`config.mk`:
```
export PLATFORM = sky130hd
export DESIGN_NAME = sisc_mc_ctrl_flat
export DESIGN_NICKNAME = d
export VERILOG_FILES = /design/src/rtl/sisc_pkg.sv /design/src/rtl/sisc_mc_ctrl_if.sv /design/src/rtl/sisc_wait_timer.sv /design/src/rtl/sisc_mc_ctrl.sv /design/src/flat_wrapper.sv
export SDC_FILE = /design/constraint.sdc
export NUM_CORES = 1
export LEC_CHECK = 0
export BUFFER_PORTS_ARGS = -buffer_cell sky130_fd_sc_hd__buf_4
export CORE_MARGIN = 1
export CORE_UTILIZATION = 40
export CTS_BUF_LIST = sky130_fd_sc_hd__clkbuf_8
export DETAILED_ROUTE_END_ITERATION = 10
export HOLD_SLACK_MARGIN = 0.12
export PLACE_DENSITY = 0.67
export RECOVER_POWER = 50
export SETUP_SLACK_MARGIN = 0.3
export SLEW_MARGIN = 40
export SYNTH_ARGS = -nofsm -noshare
export SYNTH_HDL_FRONTEND = slang
export SYNTH_SLANG_ARGS = --single-unit
```
`constraint.sdc`:
```
create_clock -name clk -period 2.15 [get_ports clk]
set_clock_uncertainty 0.1 [all_clocks]
set_input_delay 0.215 -clock clk [delete_from_list [all_inputs] [get_ports clk]]
set_output_delay 0.215 -clock clk [all_outputs]
set_load 0.05 [all_outputs]
```
`src/rtl/sisc_pkg.sv`:
```
// Shared constants for the SISC multi-cycle controller: opcodes, ALU codes, state encoding.
// CALL/RET decoding is enabled elsewhere by the SISC_CALLRET_EN macro.
package sisc_pkg;

  localparam int unsigned WaitW = 8;

  localparam int unsigned OpNop   = 0;
  localparam int unsigned OpRegOp = 1;
  localparam int unsigned OpRegIm = 2;
  localparam int unsigned OpBra   = 4;
  localparam int unsigned OpBrr   = 5;
  localparam int unsigned OpBne   = 6;
  localparam int unsigned OpBnr   = 7;
  localparam int unsigned OpLod   = 10;
  localparam int unsigned OpStr   = 11;
  localparam int unsigned OpCall  = 12;
  localparam int unsigned OpRet   = 13;
  localparam int unsigned OpHlt   = 15;

  localparam logic [3:0] AluNone   = 4'b0000;
  localparam logic [3:0] AluRegEx  = 4'b0001;
  localparam logic [3:0] AluImmMem = 4'b0010;
  localparam logic [3:0] AluImmEx  = 4'b0011;
  localparam logic [3:0] AluAddr   = 4'b0100;

  typedef enum logic [2:0] {
    StStart1, StFetch, StDecode, StExecute, StMem, StWb, StHalt, StFault
  } state_e;

endpackage

```
`src/rtl/sisc_mc_ctrl_if.sv`:
```
// Controller <-> IR/status/datapath bundle. master is the controller side, slave the datapath side.
interface sisc_mc_ctrl_if #(
  parameter int unsigned OPW   = 4,
  parameter int unsigned STATW = 4,
  parameter int unsigned ALUW  = 4
);
  logic [OPW-1:0]   opcode;
  logic [STATW-1:0] mm;
  logic [STATW-1:0] stat;
  logic             imem_ack;
  logic             dmem_ack;
  logic             rf_we;
  logic             wb_sel;
  logic [ALUW-1:0]  alu_op;
  logic             br_sel;
  logic             pc_rst;
  logic             pc_write;
  logic             pc_sel;
  logic             ir_load;
  logic             imem_req;
  logic             dmem_req;
  logic             dmem_we;
  logic             stk_sel;
  logic             sp_inc;
  logic             sp_dec;
  logic             pc_stk_sel;
  logic             halted;
  logic             fault;

  modport master (
    input  opcode, mm, stat, imem_ack, dmem_ack,
    output rf_we, wb_sel, alu_op, br_sel, pc_rst, pc_write, pc_sel, ir_load, imem_req,
           dmem_req, dmem_we, stk_sel, sp_inc, sp_dec, pc_stk_sel, halted, fault
  );

  modport slave (
    output opcode, mm, stat, imem_ack, dmem_ack,
    input  rf_we, wb_sel, alu_op, br_sel, pc_rst, pc_write, pc_sel, ir_load, imem_req,
           dmem_req, dmem_we, stk_sel, sp_inc, sp_dec, pc_stk_sel, halted, fault
  );
endinterface

```
`src/rtl/sisc_wait_timer.sv`:
```
// Memory-handshake wait counter; tmo flags that TMO wait cycles have elapsed.
module sisc_wait_timer
  import sisc_pkg::*;
#(
  parameter int unsigned TMO = 15
) (
  input  logic clk,
  input  logic rst_f,
  input  logic clear,
  input  logic inc,
  output logic tmo
);

  logic [WaitW-1:0] cnt_q;

  always_ff @(posedge clk or negedge rst_f) begin
    if (!rst_f) begin
      cnt_q <= '0;
    end else if (clear) begin
      cnt_q <= '0;
    end else if (inc) begin
      cnt_q <= cnt_q + 1'b1;
    end
  end

  assign tmo = (cnt_q == WaitW'(TMO));

endmodule

```
`src/rtl/sisc_mc_ctrl.sv`:
```
// SISC multi-cycle control FSM with handshaked memories, masked branches, halt and timeout fault.
// Define SISC_CALLRET_EN to decode CALL(12)/RET(13); otherwise they fault in DECODE.
module sisc_mc_ctrl
  import sisc_pkg::*;
#(
  parameter int unsigned OPW   = 4,
  parameter int unsigned STATW = 4,
  parameter int unsigned ALUW  = 4,
  parameter int unsigned TMO   = 15
) (
  input  logic           clk,
  input  logic           rst_f,
  sisc_mc_ctrl_if.master bus
);

`ifdef SISC_CALLRET_EN
  localparam bit CallRetEn = 1'b1;
`else
  localparam bit CallRetEn = 1'b0;
`endif

  state_e           state_q, state_d;
  logic [OPW-1:0]   opc;
  logic [31:0]      op;
  logic [STATW-1:0] cc_masked;
  logic             hit, taken, legal, is_call, is_ret, is_mem;
  logic             tmr_clear, tmr_inc, tmo;
  logic [3:0]       alu_code;

  assign opc       = bus.opcode;
  assign op        = 32'(opc);
  assign cc_masked = bus.stat & bus.mm;
  assign hit       = |cc_masked;
  assign is_call   = CallRetEn && (op == OpCall);
  assign is_ret    = CallRetEn && (op == OpRet);
  assign is_mem    = (op == OpLod) || (op == OpStr) || is_call || is_ret;

  always_comb begin
    case (op)
      OpBra, OpBrr: taken = (bus.mm == '0) || hit;
      OpBne, OpBnr: taken = !hit;
      default:      taken = 1'b0;
    endcase
  end

  always_comb begin
    case (op)
      OpNop, OpRegOp, OpRegIm, OpBra, OpBrr, OpBne, OpBnr, OpLod, OpStr, OpHlt: legal = 1'b1;
      OpCall, OpRet: legal = CallRetEn;
      default:       legal = 1'b0;
    endcase
  end

  always_ff @(posedge clk or negedge rst_f) begin
    if (!rst_f) begin
      state_q <= StStart1;
    end else begin
      state_q <= state_d;
    end
  end

  always_comb begin
    state_d        = state_q;
    tmr_inc        = 1'b0;
    alu_code       = AluNone;
    bus.rf_we      = 1'b0;
    bus.wb_sel     = 1'b0;
    bus.br_sel     = 1'b0;
    bus.pc_rst     = 1'b0;
    bus.pc_write   = 1'b0;
    bus.pc_sel     = 1'b0;
    bus.ir_load    = 1'b0;
    bus.imem_req   = 1'b0;
    bus.dmem_req   = 1'b0;
    bus.dmem_we    = 1'b0;
    bus.stk_sel    = 1'b0;
    bus.sp_inc     = 1'b0;
    bus.sp_dec     = 1'b0;
    bus.pc_stk_sel = 1'b0;
    bus.halted     = 1'b0;
    bus.fault      = 1'b0;
    unique case (state_q)
      StStart1: begin
        bus.pc_rst   = 1'b1;
        bus.pc_write = 1'b1;
        state_d      = StFetch;
      end
      StFetch: begin
        bus.imem_req = 1'b1;
        // A simultaneous ack beats the timeout.
        if (bus.imem_ack) begin
          bus.ir_load  = 1'b1;
          bus.pc_write = 1'b1;
          state_d      = StDecode;
        end else if (tmo) begin
          state_d = StFault;
        end else begin
          tmr_inc = 1'b1;
        end
      end
      StDecode: begin
        if (taken) begin
          bus.pc_sel   = 1'b1;
          bus.pc_write = 1'b1;
          bus.br_sel   = (op == OpBra) || (op == OpBne);
        end
        if (op == OpHlt)  state_d = StHalt;
        else if (!legal)  state_d = StFault;
        else              state_d = StExecute;
      end
      StExecute: begin
        if (op == OpRegOp)                      alu_code = AluRegEx;
        else if (op == OpRegIm)                 alu_code = AluImmEx;
        else if (op == OpLod || op == OpStr)    alu_code = AluAddr;
        bus.sp_inc = is_ret;
        state_d    = StMem;
      end
      StMem: begin
        if (op == OpRegOp)                      alu_code = AluNone;
        else if (op == OpRegIm)                 alu_code = AluImmMem;
        else if (op == OpLod || op == OpStr)    alu_code = AluAddr;
        if (is_mem) begin
          bus.dmem_req = 1'b1;
          bus.dmem_we  = (op == OpStr) || is_call;
          bus.stk_sel  = is_call || is_ret;
          if (bus.dmem_ack) begin
            state_d = StWb;
          end else if (tmo) begin
            state_d = StFault;
          end else begin
            tmr_inc = 1'b1;
          end
        end else begin
          state_d = StWb;
        end
      end
      StWb: begin
        bus.rf_we  = (op == OpRegOp) || (op == OpRegIm) || (op == OpLod);
        bus.wb_sel = (op == OpLod);
        if (is_call) begin
          bus.sp_dec   = 1'b1;
          bus.pc_sel   = 1'b1;
          bus.br_sel   = 1'b1;
          bus.pc_write = 1'b1;
        end
        if (is_ret) begin
          bus.pc_stk_sel = 1'b1;
          bus.pc_write   = 1'b1;
        end
        state_d = StFetch;
      end
      StHalt:  bus.halted = 1'b1;
      StFault: bus.fault  = 1'b1;
    endcase
  end

  assign bus.alu_op = ALUW'(alu_code);
  assign tmr_clear  = (state_d != state_q);

  sisc_wait_timer #(
    .TMO (TMO)
  ) u_wait_timer (
    .clk   (clk),
    .rst_f (rst_f),
    .clear (tmr_clear),
    .inc   (tmr_inc),
    .tmo   (tmo)
  );

endmodule

```
`src/flat_wrapper.sv`:
```
// flat-port wrapper written by rule: the top's interface ports become plain ports
module sisc_mc_ctrl_flat import sisc_pkg::*;
#(
  parameter int unsigned OPW   = 4,
  parameter int unsigned STATW = 4,
  parameter int unsigned ALUW  = 4,
  parameter int unsigned TMO   = 15
)
  (clk, rst_f, bus_opcode, bus_mm, bus_stat, bus_imem_ack, bus_dmem_ack, bus_rf_we, bus_wb_sel, bus_alu_op, bus_br_sel, bus_pc_rst, bus_pc_write, bus_pc_sel, bus_ir_load, bus_imem_req, bus_dmem_req, bus_dmem_we, bus_stk_sel, bus_sp_inc, bus_sp_dec, bus_pc_stk_sel, bus_halted, bus_fault);
  sisc_mc_ctrl_if #(.OPW(OPW), .STATW(STATW), .ALUW(ALUW)) bus_i ();
  input  logic clk;
  input  logic rst_f;
  input wire logic [$bits(bus_i.opcode)-1:0] bus_opcode;
  input wire logic [$bits(bus_i.mm)-1:0] bus_mm;
  input wire logic [$bits(bus_i.stat)-1:0] bus_stat;
  input wire logic [$bits(bus_i.imem_ack)-1:0] bus_imem_ack;
  input wire logic [$bits(bus_i.dmem_ack)-1:0] bus_dmem_ack;
  output wire logic [$bits(bus_i.rf_we)-1:0] bus_rf_we;
  output wire logic [$bits(bus_i.wb_sel)-1:0] bus_wb_sel;
  output wire logic [$bits(bus_i.alu_op)-1:0] bus_alu_op;
  output wire logic [$bits(bus_i.br_sel)-1:0] bus_br_sel;
  output wire logic [$bits(bus_i.pc_rst)-1:0] bus_pc_rst;
  output wire logic [$bits(bus_i.pc_write)-1:0] bus_pc_write;
  output wire logic [$bits(bus_i.pc_sel)-1:0] bus_pc_sel;
  output wire logic [$bits(bus_i.ir_load)-1:0] bus_ir_load;
  output wire logic [$bits(bus_i.imem_req)-1:0] bus_imem_req;
  output wire logic [$bits(bus_i.dmem_req)-1:0] bus_dmem_req;
  output wire logic [$bits(bus_i.dmem_we)-1:0] bus_dmem_we;
  output wire logic [$bits(bus_i.stk_sel)-1:0] bus_stk_sel;
  output wire logic [$bits(bus_i.sp_inc)-1:0] bus_sp_inc;
  output wire logic [$bits(bus_i.sp_dec)-1:0] bus_sp_dec;
  output wire logic [$bits(bus_i.pc_stk_sel)-1:0] bus_pc_stk_sel;
  output wire logic [$bits(bus_i.halted)-1:0] bus_halted;
  output wire logic [$bits(bus_i.fault)-1:0] bus_fault;
  assign bus_i.opcode = bus_opcode;
  assign bus_i.mm = bus_mm;
  assign bus_i.stat = bus_stat;
  assign bus_i.imem_ack = bus_imem_ack;
  assign bus_i.dmem_ack = bus_dmem_ack;
  assign bus_rf_we = bus_i.rf_we;
  assign bus_wb_sel = bus_i.wb_sel;
  assign bus_alu_op = bus_i.alu_op;
  assign bus_br_sel = bus_i.br_sel;
  assign bus_pc_rst = bus_i.pc_rst;
  assign bus_pc_write = bus_i.pc_write;
  assign bus_pc_sel = bus_i.pc_sel;
  assign bus_ir_load = bus_i.ir_load;
  assign bus_imem_req = bus_i.imem_req;
  assign bus_dmem_req = bus_i.dmem_req;
  assign bus_dmem_we = bus_i.dmem_we;
  assign bus_stk_sel = bus_i.stk_sel;
  assign bus_sp_inc = bus_i.sp_inc;
  assign bus_sp_dec = bus_i.sp_dec;
  assign bus_pc_stk_sel = bus_i.pc_stk_sel;
  assign bus_halted = bus_i.halted;
  assign bus_fault = bus_i.fault;
  sisc_mc_ctrl #(.OPW(OPW), .STATW(STATW), .ALUW(ALUW), .TMO(TMO)) u_core (.clk(clk), .rst_f(rst_f), .bus(bus_i));
endmodule
```
Yosys cells after proc, flatten, opt, wreduce, memory -nomap -nowiden
Memory sizes are Yosys's and may differ from the RTL's.
Cells that the tools add are included.
- memory bits (writable): 0
- latch bits: 0
- register bits after elaboration: 11
- logic and storage cells: 74
- input bits: 16
- ROM bits: 16
- output and inout bits: 20
- memories kept: 1
- memory list (name ; depth ; width ; rd ports ; clocked after memory_dff ; write ports ; RTL line ; source):
    (no name shown) ; 16 ; 1 ; 1 ; 0 ; 0 ; sisc_mc_ctrl.sv:47 ; case (op)
- multiplexer cells: 38
- reduce and logical (&&, ||, !) cells: 13
- bitwise gates (word level): 1
- $add $sub $neg: 1
- multiply operators: 0
- divide/modulo/power cells: 0
- eq/ne operators: 18
- magnitude comparators: 0
- shift-type cells: 0
- operators with widths (cell ; number):
    3-bit 2-to-1 mux ; 8
    1-bit 2-to-1 mux ; 20
    4-bit by 3-bit equality test with 1-bit output (second input constant) ; 4
    8-bit 2-to-1 mux ; 2
    3-bit one-hot mux with 5 select lines ; 1
    3-bit equality test (second input constant) ; 4
    4-bit equality test (second input constant) ; 3
    4-bit 2-to-1 mux ; 3
    8-bit by 1-bit adder with 8-bit output (second input constant) ; 1
    8-bit by 4-bit equality test with 1-bit output (second input constant) ; 1
    4-bit one-hot mux with 2 select lines ; 1
    3-bit by 2-bit equality test with 1-bit output (second input constant) ; 2
    2-bit OR reduction ; 3
    1-bit logical OR ; 5
    4-bit bitwise AND ; 1
    4-bit by 1-bit equality test with 1-bit output (second input constant) ; 1
    4-bit by 2-bit equality test with 1-bit output (second input constant) ; 1
    4-bit zero test ; 1
    1-bit one-hot mux with 2 select lines ; 2
    4-bit OR reduction ; 1
    3-bit by 1-bit equality test with 1-bit output (second input constant) ; 1
    3-bit zero test ; 1
    3-bit inequality test ; 1
    1-bit one-hot mux with 3 select lines ; 1
    other kinds (2) ; 2

Longest topological paths before layout
- depth in word-level cells: 7
- depth in mapped cells: 6
- gate-level depth less buffers: 5

Hierarchy
From an unflattened synthesis, not the netlist that was laid out.
- cell total of the unflattened synthesis: 112
- area, all modules: 907.1 µm²
- modules (own cells, without submodules) (module ; cells each ; area each (µm²) ; instances):
    sisc_mc_ctrl ; 73 ; 513.0 ; 1
    sisc_wait_timer ; 39 ; 394.1 ; 1

Worst setup path after synthesis
Ideal clock, no wire load.
- path type: reg2out
- from: reg u_core.state_q[1]
- to: out bus_dmem_we
- buffers on the path: 0
- arrival: 2.393 ns
- required time: 1.835 ns
- slack: -0.558 ns
- stages on the path, launching flop included: 5
- cells stage by stage: dfrtp_1 inv_1 nand2_1 nor3_1 and2_1
- longest elaborated chain between the ends: 2
- ends and longest elaborated chain (item ; RTL line ; source):
    start, declared ; sisc_mc_ctrl.sv:22 ; state_e state_q, state_d;
    start signal, assigned ; sisc_mc_ctrl.sv:56 ; state_q <= StStart1;
    start signal, assigned ; sisc_mc_ctrl.sv:58 ; state_q <= state_d;
    3-bit equality test ; sisc_mc_ctrl.sv:82 ; unique case (state_q)
    1-bit 2-to-1 mux ; sisc_mc_ctrl.sv:82 ;
    end, declared ; flat_wrapper.sv:28 ; output wire logic [$bits(bus_i.dmem_we)-1:0] bus_dmem_we;
Every way passes these cells.

Worst setup path after layout
- from: reg u_core.state_q[2]
- to: out bus_imem_req
- longest elaborated chain between the ends: 2
- ends and longest elaborated chain (item ; RTL line ; source):
    3-bit by 1-bit equality test with 1-bit output ; sisc_mc_ctrl.sv:82 ;
    1-bit 2-to-1 mux ; sisc_mc_ctrl.sv:82 ;
    end, declared ; flat_wrapper.sv:26 ; output wire logic [$bits(bus_i.imem_req)-1:0] bus_imem_req;
Every way passes these cells.

==> metrics.txt <==
Synth Area in Adders=1.22%; Die Height=between 50 and 60 um; max incr delay on CP=0.47 ns; top-area cell type share of the netlist area=26.9%; P_int=about 0.79 mW; global route overflow=0; outcome=completed; Seq/Total Area, Yosys=26.9%; WHS=0.265 ns; R2R setup slack=0.31 ns; RSZ-0062 raised after global routing=true; Final WS setup=0.197 ns; top post-synthesis cells by area=dfrtp_1 (27%), a211oi_1 (5.9%), o31ai_1 (5.1%), o21ai_0 (4.4%), or4_1 (4.4%); Starting Density=44.1%; area leader, netlist=dfrtp_1; GRT met3 Usage=1.16%; DPL Wire Length=2110 um; grt peak-use layer=met2; synthesized area=1020 um^2; CP startpoint=u_core.state_q[2]$_DFF_PN0_; DR vias/cell=5.95; Num Clock Sinks=11; largest net degree at the start of global routing=13; synthesis-to-layout area growth=53.4%; path type of the worst min-delay path=primary input to register; Final TNS setup=0 ns; first-pass GRT wire length=4860 um; vias in the first global route=1093; Die Width=52.6 um; H-Tree Depth=1; ys flop type=dfrtp_1; worst path required time=1.84 ns; final period utilization=90.9%; Final Setup Violations=0; syn avg cell area=8.18 um^2; complex-gate fraction of the synthesized area=28.0%; CP max-delay cell=clkbuf_1; crit start category=register; NumNets Final=191; synth unique cells=39; simple-gate share of the synthesized area=33.9%; main combinational cell family by area after synthesis=simple AND/OR/NAND/NOR gates; final-report hold violation count=0; cell with the most instances after synthesis=dfrtp_1; maxcap violations=0; dpl ws=0.0953 ns; GR Util All Layers=23.1%; combinational power share=68.8%; I/O pin count=36; Worst-Skew Late Latency=0.24 ns; initial DRC count=25; Hold Path Depth=3; asr flop ratio synth=100%; GRT met1 Usage=~31%; worst r2r src=u_core.u_wait_timer.cnt_q[6]$_DFFE_PN0P_; WS Path Type=register to primary output; sequential fraction of design power=18.5%; Pre-Repair DR Iteration Count=4; Site Rows=17; Clock Tree Buf Depth=2; area occupied by registers=278 um^2; gpl congestion=0.886; CP Capture Type=primary output; sw frac=between 50 and 60%; pwr/cell area=1040 nW/um^2; Post-synth EDFFs=0; Slew @ Worst Pin=0.607 ns; fraction of layout cells with a size suffix above 1=roughly 44%; core area=2320 um^2; CTS Root Cell=clkbuf_8; antenna cells=0; #FFs+latches synth=11; cells on worst reg2reg path=5; Post-synth top cells=dfrtp_1 (11), o21ai_0 (9), a211oi_1 (8); Routed WL per cell=15.5 um; Fmax=roughly 510 MHz; Worst-path clk slew=roughly 0.06 ns; area of the multi-input gates=812 um^2; crit path cell chain=buf_6 -> nand2b_1 -> nor2_1 -> clkbuf_1; vias=1196; Slew HR=59.5%; TritonCTS clock tree=done; Synth warnings=0; total die area=roughly 2800 um^2; Post-Synth XOR/XNOR Area=less than 1%; minimum clock period=1.95 ns; fill cell count=177; initial antenna violation count=0; DRC violations left=0; Slew Limit Fails=0; Clock power frac=12.7%; DP Area=1330 um^2; worst hold path startpoint=bus_imem_ack; met2 Use GR=40.3%; Routed WL=3110 um; Num CTS Buffers=3; VDD IR-drop max=0.845 mV; Final Util=67.6%; critical path arrival=1.64 ns; Final ANT Viol Nets=0; Static Leakage=about 0.65 nW; Finished Cell Area=1570 um^2; # port buffers=30; CP max FO=11; post-synthesis mux area share=0%; P_sw=0.837 mW; Post-Syn Instances=125
## cell type report
class	count	area share, %
repair buffers	49	23.9
inverters	6	1.44
well taps	28	2.23
multi-input cells	103	51.8
flip-flops and latches	11	17.7
clock buffers	3	2.63
clock inverters	1	0.239
## power by group through the flow
stage / Combinational (mW) / Sequential, mW / Clock (mW)
floorplan: 0.641 / 0.285 / 0
global placement: 0.893 / 0.285 / 0
detailed placement: 0.905 / 0.287 / 0
CTS: 0.995 / 0.291 / 0.205
global route: 1.18 / 0.303 / 0.222
finish: 1.12 / 0.300 / 0.207
## layer usage
layer | vias up | share of wire (%)
met1 | 575 | 48
met2 | 45 | 48
met4 | 0 | 0.39
li1 | 574 | -
met5 | - | 0
met3 | 2 | 3.5
## critical path: cells and delay by family (launching register included)
kind	cells	cell delay [ns]
DFF	1	0.44
buffers and inverters	2	0.63
and+or+nand+nor	2	0.32
## registers in the layout (all words and copies together) (netlist names)
signal / count
u_core.u_wait_timer.cnt_q: 8
u_core.state_q: 3
## cells by family after synthesis
| family | count (synthesis) |
|---|---|
| compound gates | 40 |
| xor+xnor | 1 |
| fa+ha+maj | 1 |
| buf+inv | 16 |
| flops | 11 |
| other cells | 1 |
| simple gates | 55 |
## metrics by stage
stage / power [mW] / cells
global placement: 1.18 / 183
floorplan: 0.926 / 129
CTS: 1.49 / 193
finish: 1.63 / 201
global route: 1.71 / 201
detailed placement: 1.19 / 183
## worst paths after layout
check                                                           end
setup / recovery                                       bus_imem_req
setup reg to reg                        u_core.state_q[1]$_DFF_PN0_
min in group asynchronous               u_core.state_q[1]$_DFF_PN0_
hold reg to reg            u_core.u_wait_timer.cnt_q[7]$_DFFE_PN0P_
hold / removal                          u_core.state_q[1]$_DFF_PN0_
max in group asynchronous               u_core.state_q[0]$_DFF_PN0_
## layout by cell type, fill, tap and decap left out, types with 4 or more instances in the layout
| cell | synthesis | routed |
|---|---|---|
| nor2_1 | 7 | 6 |
| clkbuf_1 | 2 | 4 |
| a211oi_2 | 1 | 7 |
| o21ai_0 | 9 | 9 |
| buf_6 | 1 | 6 |
| nand2_1 | 5 | 4 |
| conb_1 | 1 | 5 |
| nand3_1 | 4 | 4 |
| inv_1 | 6 | 6 |
| or4_1 | 6 | 5 |
| dfrtp_1 | 11 | 9 |
| nand4_1 | 4 | 4 |
| o31ai_1 | 7 | 7 |
| buf_4 | 5 | 37 |
## what timing repair did
action / 4_1_cts / 5_1_grt
gates resized for setup: 14 / 14
gates cloned: 0 / 1
hold endpoints to repair: 11 / 0
setup endpoints to repair: 12 / 16
hold buffers: 1 / 0
buffers inserted: 5 / 7
pin swaps: 5 / 9
Note: power is estimated with default switching activity, not from simulation.
